### config.mk
export PLATFORM = sky130hd
export DESIGN_NAME = light_countdown
export DESIGN_NICKNAME = d
export VERILOG_FILES = /design/src/rtl/light_countdown.sv
export SDC_FILE = /design/constraint.sdc
export NUM_CORES = 1
export LEC_CHECK = 0
export ABC_AREA = 1
export CAP_MARGIN = 15
export CORE_UTILIZATION = 47
export DETAILED_ROUTE_END_ITERATION = 10
export PLACE_DENSITY = 0.7
export SLEW_MARGIN = 10
export SYNTH_ARGS = -nofsm -noshare
export SYNTH_HDL_FRONTEND = slang
export SYNTH_SLANG_ARGS = --single-unit
### constraint.sdc
create_clock -name clk -period 2.5 [get_ports clk]
set_input_delay 0.5 -clock clk [delete_from_list [all_inputs] [get_ports clk]]
set_output_delay 0.5 -clock clk [all_outputs]
set_load 0.02 [all_outputs]
### src/rtl/light_countdown.sv
// Countdown display and pedestrian head driven by the light FSM lamps.
// Ports: clk, rst, tick, r/g/y in; tens, units, blank, walk, dont_walk, fault, timing_err out.
module light_countdown #(
  parameter int RED_S   = 30,
  parameter int GRN_S   = 25,
  parameter int YEL_S   = 5,
  parameter int FLASH_S = 5
) (
  input  logic       clk,
  input  logic       rst,
  input  logic       tick,
  input  logic       r,
  input  logic       g,
  input  logic       y,
  output logic [3:0] tens,
  output logic [3:0] units,
  output logic       blank,
  output logic       walk,
  output logic       dont_walk,
  output logic       fault,
  output logic       timing_err
);

  typedef enum logic [2:0] {
    IDLE,
    RUN_R,
    RUN_G,
    RUN_Y,
    FAULT
  } state_t;

  state_t     state, nxt_state;
  logic [6:0] rem, nxt_rem;
  logic [2:0] lamp_q;
  logic [2:0] code;
  logic       flash_ph, nxt_flash;
  logic       chg;
  logic       running;
  logic       set_err;

  assign code    = {r, g, y};
  assign chg     = code != lamp_q;
  assign running = (state == RUN_R) ||
                   (state == RUN_G) ||
                   (state == RUN_Y);

  always_ff @(posedge clk) begin
    if (rst) begin
      state    <= IDLE;
      rem      <= '0;
      lamp_q   <= '0;
      flash_ph <= 1'b1;
    end else begin
      state    <= nxt_state;
      rem      <= nxt_rem;
      lamp_q   <= code;
      flash_ph <= nxt_flash;
    end
  end

  // A lamp change always reloads; a tick in that cycle is dropped.
  always_comb begin
    nxt_state = state;
    nxt_rem   = rem;
    nxt_flash = flash_ph;
    set_err   = 1'b0;
    if (chg) begin
      unique case (code)
        3'b100: begin
          nxt_state = RUN_R;
          nxt_rem   = 7'(RED_S);
          nxt_flash = 1'b1;
        end
        3'b010: begin
          nxt_state = RUN_G;
          nxt_rem   = 7'(GRN_S);
        end
        3'b001: begin
          nxt_state = RUN_Y;
          nxt_rem   = 7'(YEL_S);
        end
        default: begin
          nxt_state = FAULT;
          nxt_rem   = '0;
        end
      endcase
    end else if (running && tick) begin
      if (rem == 7'd0) set_err = 1'b1;
      else nxt_rem = rem - 7'd1;
      if (state == RUN_R && rem <= 7'(FLASH_S))
        nxt_flash = ~flash_ph;
    end
  end

  // Outputs are a second register stage fed from the state registers.
  always_ff @(posedge clk) begin
    if (rst) begin
      tens       <= 4'hF;
      units      <= 4'hF;
      blank      <= 1'b1;
      walk       <= 1'b0;
      dont_walk  <= 1'b1;
      fault      <= 1'b0;
      timing_err <= 1'b0;
    end else begin
      fault <= state == FAULT;
      if (set_err) timing_err <= 1'b1;
      if (running) begin
        tens  <= 4'(rem / 7'd10);
        units <= 4'(rem % 7'd10);
        blank <= 1'b0;
      end else begin
        tens  <= 4'hF;
        units <= 4'hF;
        blank <= 1'b1;
      end
      if (state == RUN_R) begin
        dont_walk <= 1'b0;
        walk      <= (rem > 7'(FLASH_S)) ? 1'b1 : flash_ph;
      end else begin
        dont_walk <= 1'b1;
        walk      <= 1'b0;
      end
    end
  end

endmodule

**After elaboration in Yosys (flattened, before gate mapping)**

Cells that the tools add are included.

- Logic and storage cells: 55
- Register bits after elaboration: 27

- Bitwise logic cells: 3
- Eq/ne operators: 10
- $add $sub $neg: 1
- Div/mod/pow operators: 2
- Reductions and logical operators: 11
- Mux-type cells: 15
- Magnitude comparators: 2

Operator list:

| kind | number |
|---|---|
| 7-bit two-way mux | 3 |
| 5-bit case mux with 3 select lines | 1 |
| 1-bit two-way mux | 10 |
| 3-bit by 2-bit == test with 1-bit output, second input constant | 3 |
| 3-bit case mux with 3 select lines | 1 |
| 7-bit by 4-bit divider with 7-bit output, second input constant | 1 |
| 7-bit by 3-bit > comparator with 1-bit output, second input constant | 1 |
| 7-bit by 3-bit <= comparator with 1-bit output, second input constant | 1 |
| 7-bit logical NOT | 1 |
| 7-bit by 4-bit remainder unit with 7-bit output, second input constant | 1 |
| 7-bit by 1-bit subtractor with 7-bit output, second input constant | 1 |
| 3-bit by 1-bit == test with 1-bit output, second input constant | 2 |
| 3-bit == test, second input constant | 2 |
| 2-bit nonzero test | 2 |
| 2-bit OR reduction | 2 |
| 3-bit inequality test | 1 |
| 1-bit inverter | 3 |
| 3-bit AND reduction | 1 |
| 1-bit logical AND | 2 |
| 1-bit logical OR | 2 |
| 2-bit by 1-bit inequality test with 1-bit output, second input constant | 1 |
| 2-bit inequality test, second input constant | 1 |
| 2-bit AND reduction | 1 |

**Logic depth before layout (Yosys ltp)**

Gate-level depths: netlist (run 1).

- Depth after elaboration: 6
- Mapped depth: 19

**Worst setup path after synthesis (run 1)**

No wires, ideal clock.

- Path kind: register to register
- Start point: register rem[4]
- End point: register units[1]
- Arrival: 1.820 ns
- Cell stages (with the launch flop): 19
- Clock period less this slack: 1.954 ns
- Path slack: 0.546 ns
- Setup time: 0.134 ns
- Path buffers: 0
- Path through: dfxtp_1 inv_2 a21oi_1 nand2_2 nand2_2 nand2_1 nand2_1 inv_1 nand2_1 nand2_1 nand2_1 nand2_1 inv_1 ha_1 inv_1 nand3_2 nand3_2 nand2_1 nand3_1

- Cells in the longest elaborated chain, start to end: 1

RTL lines:

| what | RTL line | source |
|---|---|---|
| from (decl) | 33 | `logic [6:0] rem, nxt_rem;` |
| from (signal assigned) | 55 | `rem <= nxt_rem;` |
| 7-bit by 4-bit remainder unit with 7-bit output | 110 | `units <= 4'(rem % 7'd10);` |
| to (signal assigned) | 110 |  |
| to (decl) | 16 | `output logic [3:0] units,` |

Every way passes these cells.
A chain may end at the register's enable or synchronous reset.

**Worst setup path in the final report (run 1)**

- Start point: register rem[5]
- End point: register units[2]

Same word-level chain as after synthesis.

==> run_results.csv, run 1 <==
group,metric,value,unit
outcome,outcome,"complete, no violations",
clock_network,post_cts_buffers,0,
global_route,antenna_found_initial,0,
floorplanning,core.rowCount,19,
global_route,grt_pass1_vias,1243,
pwr,power,0.974,mW
pwr,p_sw,0.344,mW
final_layout,drive_gt1_share,8.92,%
floorplanning,fp.dieH,55.7,µm
pwr,ir_drop,397,µV
detailed_routing,dr.first_iter.drc_count,55,
timing,maxSlewHeadroom,73.5,%
place,gp_congestion,0.816,
run,max-cap-violations,0,
synth,yosysSeqAreaShare,39.9,%
final_layout,antennaDiodeCount,0,
floorplanning,die_x,55.7,µm
global_route,grt_pass1_wl,4900,µm
detailed_routing,drc_errors,0,
setup_path,cp.arrival,2.50,ns
synth,synth.largest_area_cell,"dfxtp_1",
final_layout,design_area,0.00162,mm²
pwr,leakage,0.745,nW
synth,ys_ff_latch,27,
synth,synthDistinctLibCells,26,
synth,syn-cell-area,0.00136,mm²
timing,setup_violations,0,
clock_network,root_buffer,"clkbuf_4",
global_route,grt_max_degree,17,
floorplanning,core_area,0.00273,mm²
timing,post-route-min-period,2.25,ns
final_layout,fin_util,59.4,%
final_layout,layout_commonest_cell,"nand2_1",
setup_path,r2r_cells,16,
pwr,p_clk_share,21.0,%
setup_path,critPathRequiredTime,2.75,ns
detailed_routing,wire_per_inst,11.6,µm
global_route,grt_util_all_layers,19.6,%
timing,slew_violations,0,
setup_path,critPathLaunchType,"flop",
detailed_routing,vias,1333,
pwr,intPower,0.630,mW
synth,syn_avg_cell_area,7.17,µm²
detailed_routing,viasPerCell,5.46,
synth,synthTopCellsByArea,"dfxtp_1 40%, nand2_1 11%, inv_1 7.8%",
final_layout,area_growth,19.9,%
floorplanning,die-area,0.00310,mm²
timing,hold_viol_final,0,
final_layout,layout.nets,225,
timing,period_share,89.8,%
clock_network,cts_sinks,27,
clock_network,cts_tree,"yes",
place,io_buffers,18,
place,dpl_cell_area,0.00159,mm²
clock_network,cts_buffers,3,
clock_network,clk_latency,0.34,ns
global_route,grt_overflow,0,
setup_path,critPathCaptureType,"flop",
synth,synth_top_area_share,39.9,%
detailed_routing,drt_wl_total,2840,µm
clock_network,ctsLongestPathBuffers,2,
pwr,p_seq_share,49.0,%
pwr,switching_share,35.3,%
timing,final.setup.tns,0,ns
floorplanning,io_pins,19,
setup_path,crit_type,"reg -> reg",
pwr,power_frac_comb,30.0,%
clock_network,ctsHtreeMaxLevel,1,
timing,worst_clock_skew,0.00627,ns
synth,yosys_warnings,0,
detailed_routing,ant_nets,0,
worst_hold_path,min_path_type,"reg -> reg",
floorplanning,start_util,49.6,%
clock_network,holdBufCountCts,0,
timing,tightestPinTransition,0.395,ns
pwr,cellPowerDensity,600,mW/mm²
synth,syn-num-nets,200,
final_layout,final_cell_mix,"38 x nand2_1, 28 x inv_1, 26 x dfxtp_1",
setup_path,critPathMaxFanout,5,
timing,rsz0062_at_grt,"no",
place,dp_hpwl,2180,µm
synth,synthCells,189,
detailed_routing,first_pass_iters,4,
timing,clock.fmax,445,MHz
worst_hold_path,whs_path_depth,1,
clock_network,cts_resized,0,
clock_network,path_clk_slew,0.16,ns
## cells in the mapped netlist
cell      instances
clkbuf_1          1
nand3_1          15
nor2_1           16
a211oi_1          1
nand4_1           4
nand2_2           3
xnor2_1           1
o21ai_2           1
dfxtp_1          27
ha_1              5
o32ai_1           1
o21ai_0          12
nand2_1          38
o22ai_1           1
nor3_1            7
inv_1            28
nand4_2           1
xor2_1            2
o21ai_1           1
o211ai_1          1
nor4_1            2
nand3_2           4
nand3b_1          1
inv_2             2
a21oi_1           9
a31oi_1           5
## stage by stage
step	instances	hold slack, ns	setup WS [ns]
finish	244	0.463	0.254
CTS	244	0.464	0.270
detailed placement	240	0.443	0.253
floorplan	189	0.421	0.546
global route	244	0.468	0.0272
global placement	240	0.435	0.254
## cell type report
type / count / area, µm²
fill: 270 / 1110
multi-input combinational: 131 / 698
sequential: 27 / 542
timing repair buffer: 21 / 203
inverter: 30 / 113
tap: 31 / 38.8
clock buffer: 3 / 22.5
clock inverter: 1 / 7.51
## power groups by stage
stage,sequential [mW],combinational (mW),clock [mW]
6_report,0.477,0.293,0.204
5_1_grt,0.481,0.327,0.225
4_1_cts,0.477,0.290,0.209
3_5_place_dp,0.486,0.288,0
3_3_place_gp,0.485,0.282,0
2_1_floorplan,0.497,0.196,0
## worst paths after layout
check,start,to,slack (ns)
worst min-delay path,state[0],fault,0.46
worst max-delay path,rem[5],units[2],0.25
worst min register to register,state[0],fault,0.46
worst max register to register,rem[5],units[2],0.25
## flip-flops by register name, summed over array words and instances, names as in the netlist
name,count
state,3
rem,7
units,4
timing_err,1
flash_ph,1
tens,4
dont_walk,1
blank,1
lamp_q,3
walk,1
fault,1
## cell families (layout without fill, tap and decap cells)
| logic type | Yosys count | after routing | share of synthesized area [%] |
|---|---|---|---|
| XOR/XNOR | 3 | 3 | 1.94 |
| adder cells (fa/ha/maj) | 5 | 5 | 4.62 |
| AND/OR/NAND/NOR | 91 | 91 | 31.7 |
| flip-flops | 27 | 27 | 39.9 |
| AO/OA/AOI/OAI | 32 | 32 | 13.3 |
| buffers and inverters | 31 | 55 | 8.59 |
## metal layers
| layer | up-vias | share of wire [%] | global-route usage, % |
|---|---|---|---|
| li1 | 677 | - | - |
| met1 | 621 | 45 | 20.9 |
| met2 | 28 | 50 | 36.5 |
| met3 | 7 | 3.2 | 3.26 |
| met5 | - | 0 | 0 |
| met4 | 0 | 1.8 | 10.4 |
## worst max-delay path, stage by stage (launching register included)
cell	delay (ns)
dfxtp_1	0.41
inv_1	0.09
a21oi_1	0.23
nand2_2	0.13
nand2_2	0.10
nand2_1	0.06
o21ai_1	0.19
nand2_1	0.13
nand2_1	0.12
nand2_1	0.09
inv_1	0.07
ha_1	0.17
inv_1	0.06
nand3_2	0.11
nand3_2	0.09
nand2_1	0.08
nand3_1	0.05
No activity file was read; power rests on OpenSTA's default activity.
==> inputs of run 2 (changes only) <==
--- a/config.mk
+++ b/config.mk
@@ -10,7 +10,6 @@
 export CORE_UTILIZATION = 47
 export DETAILED_ROUTE_END_ITERATION = 10
 export PLACE_DENSITY = 0.7
-export SLEW_MARGIN = 10
 export SYNTH_ARGS = -nofsm -noshare
 export SYNTH_HDL_FRONTEND = slang
 export SYNTH_SLANG_ARGS = --single-unit
==> results of run 2 <==
No change in the layout: final DEF, timing and power equal those of run 1.
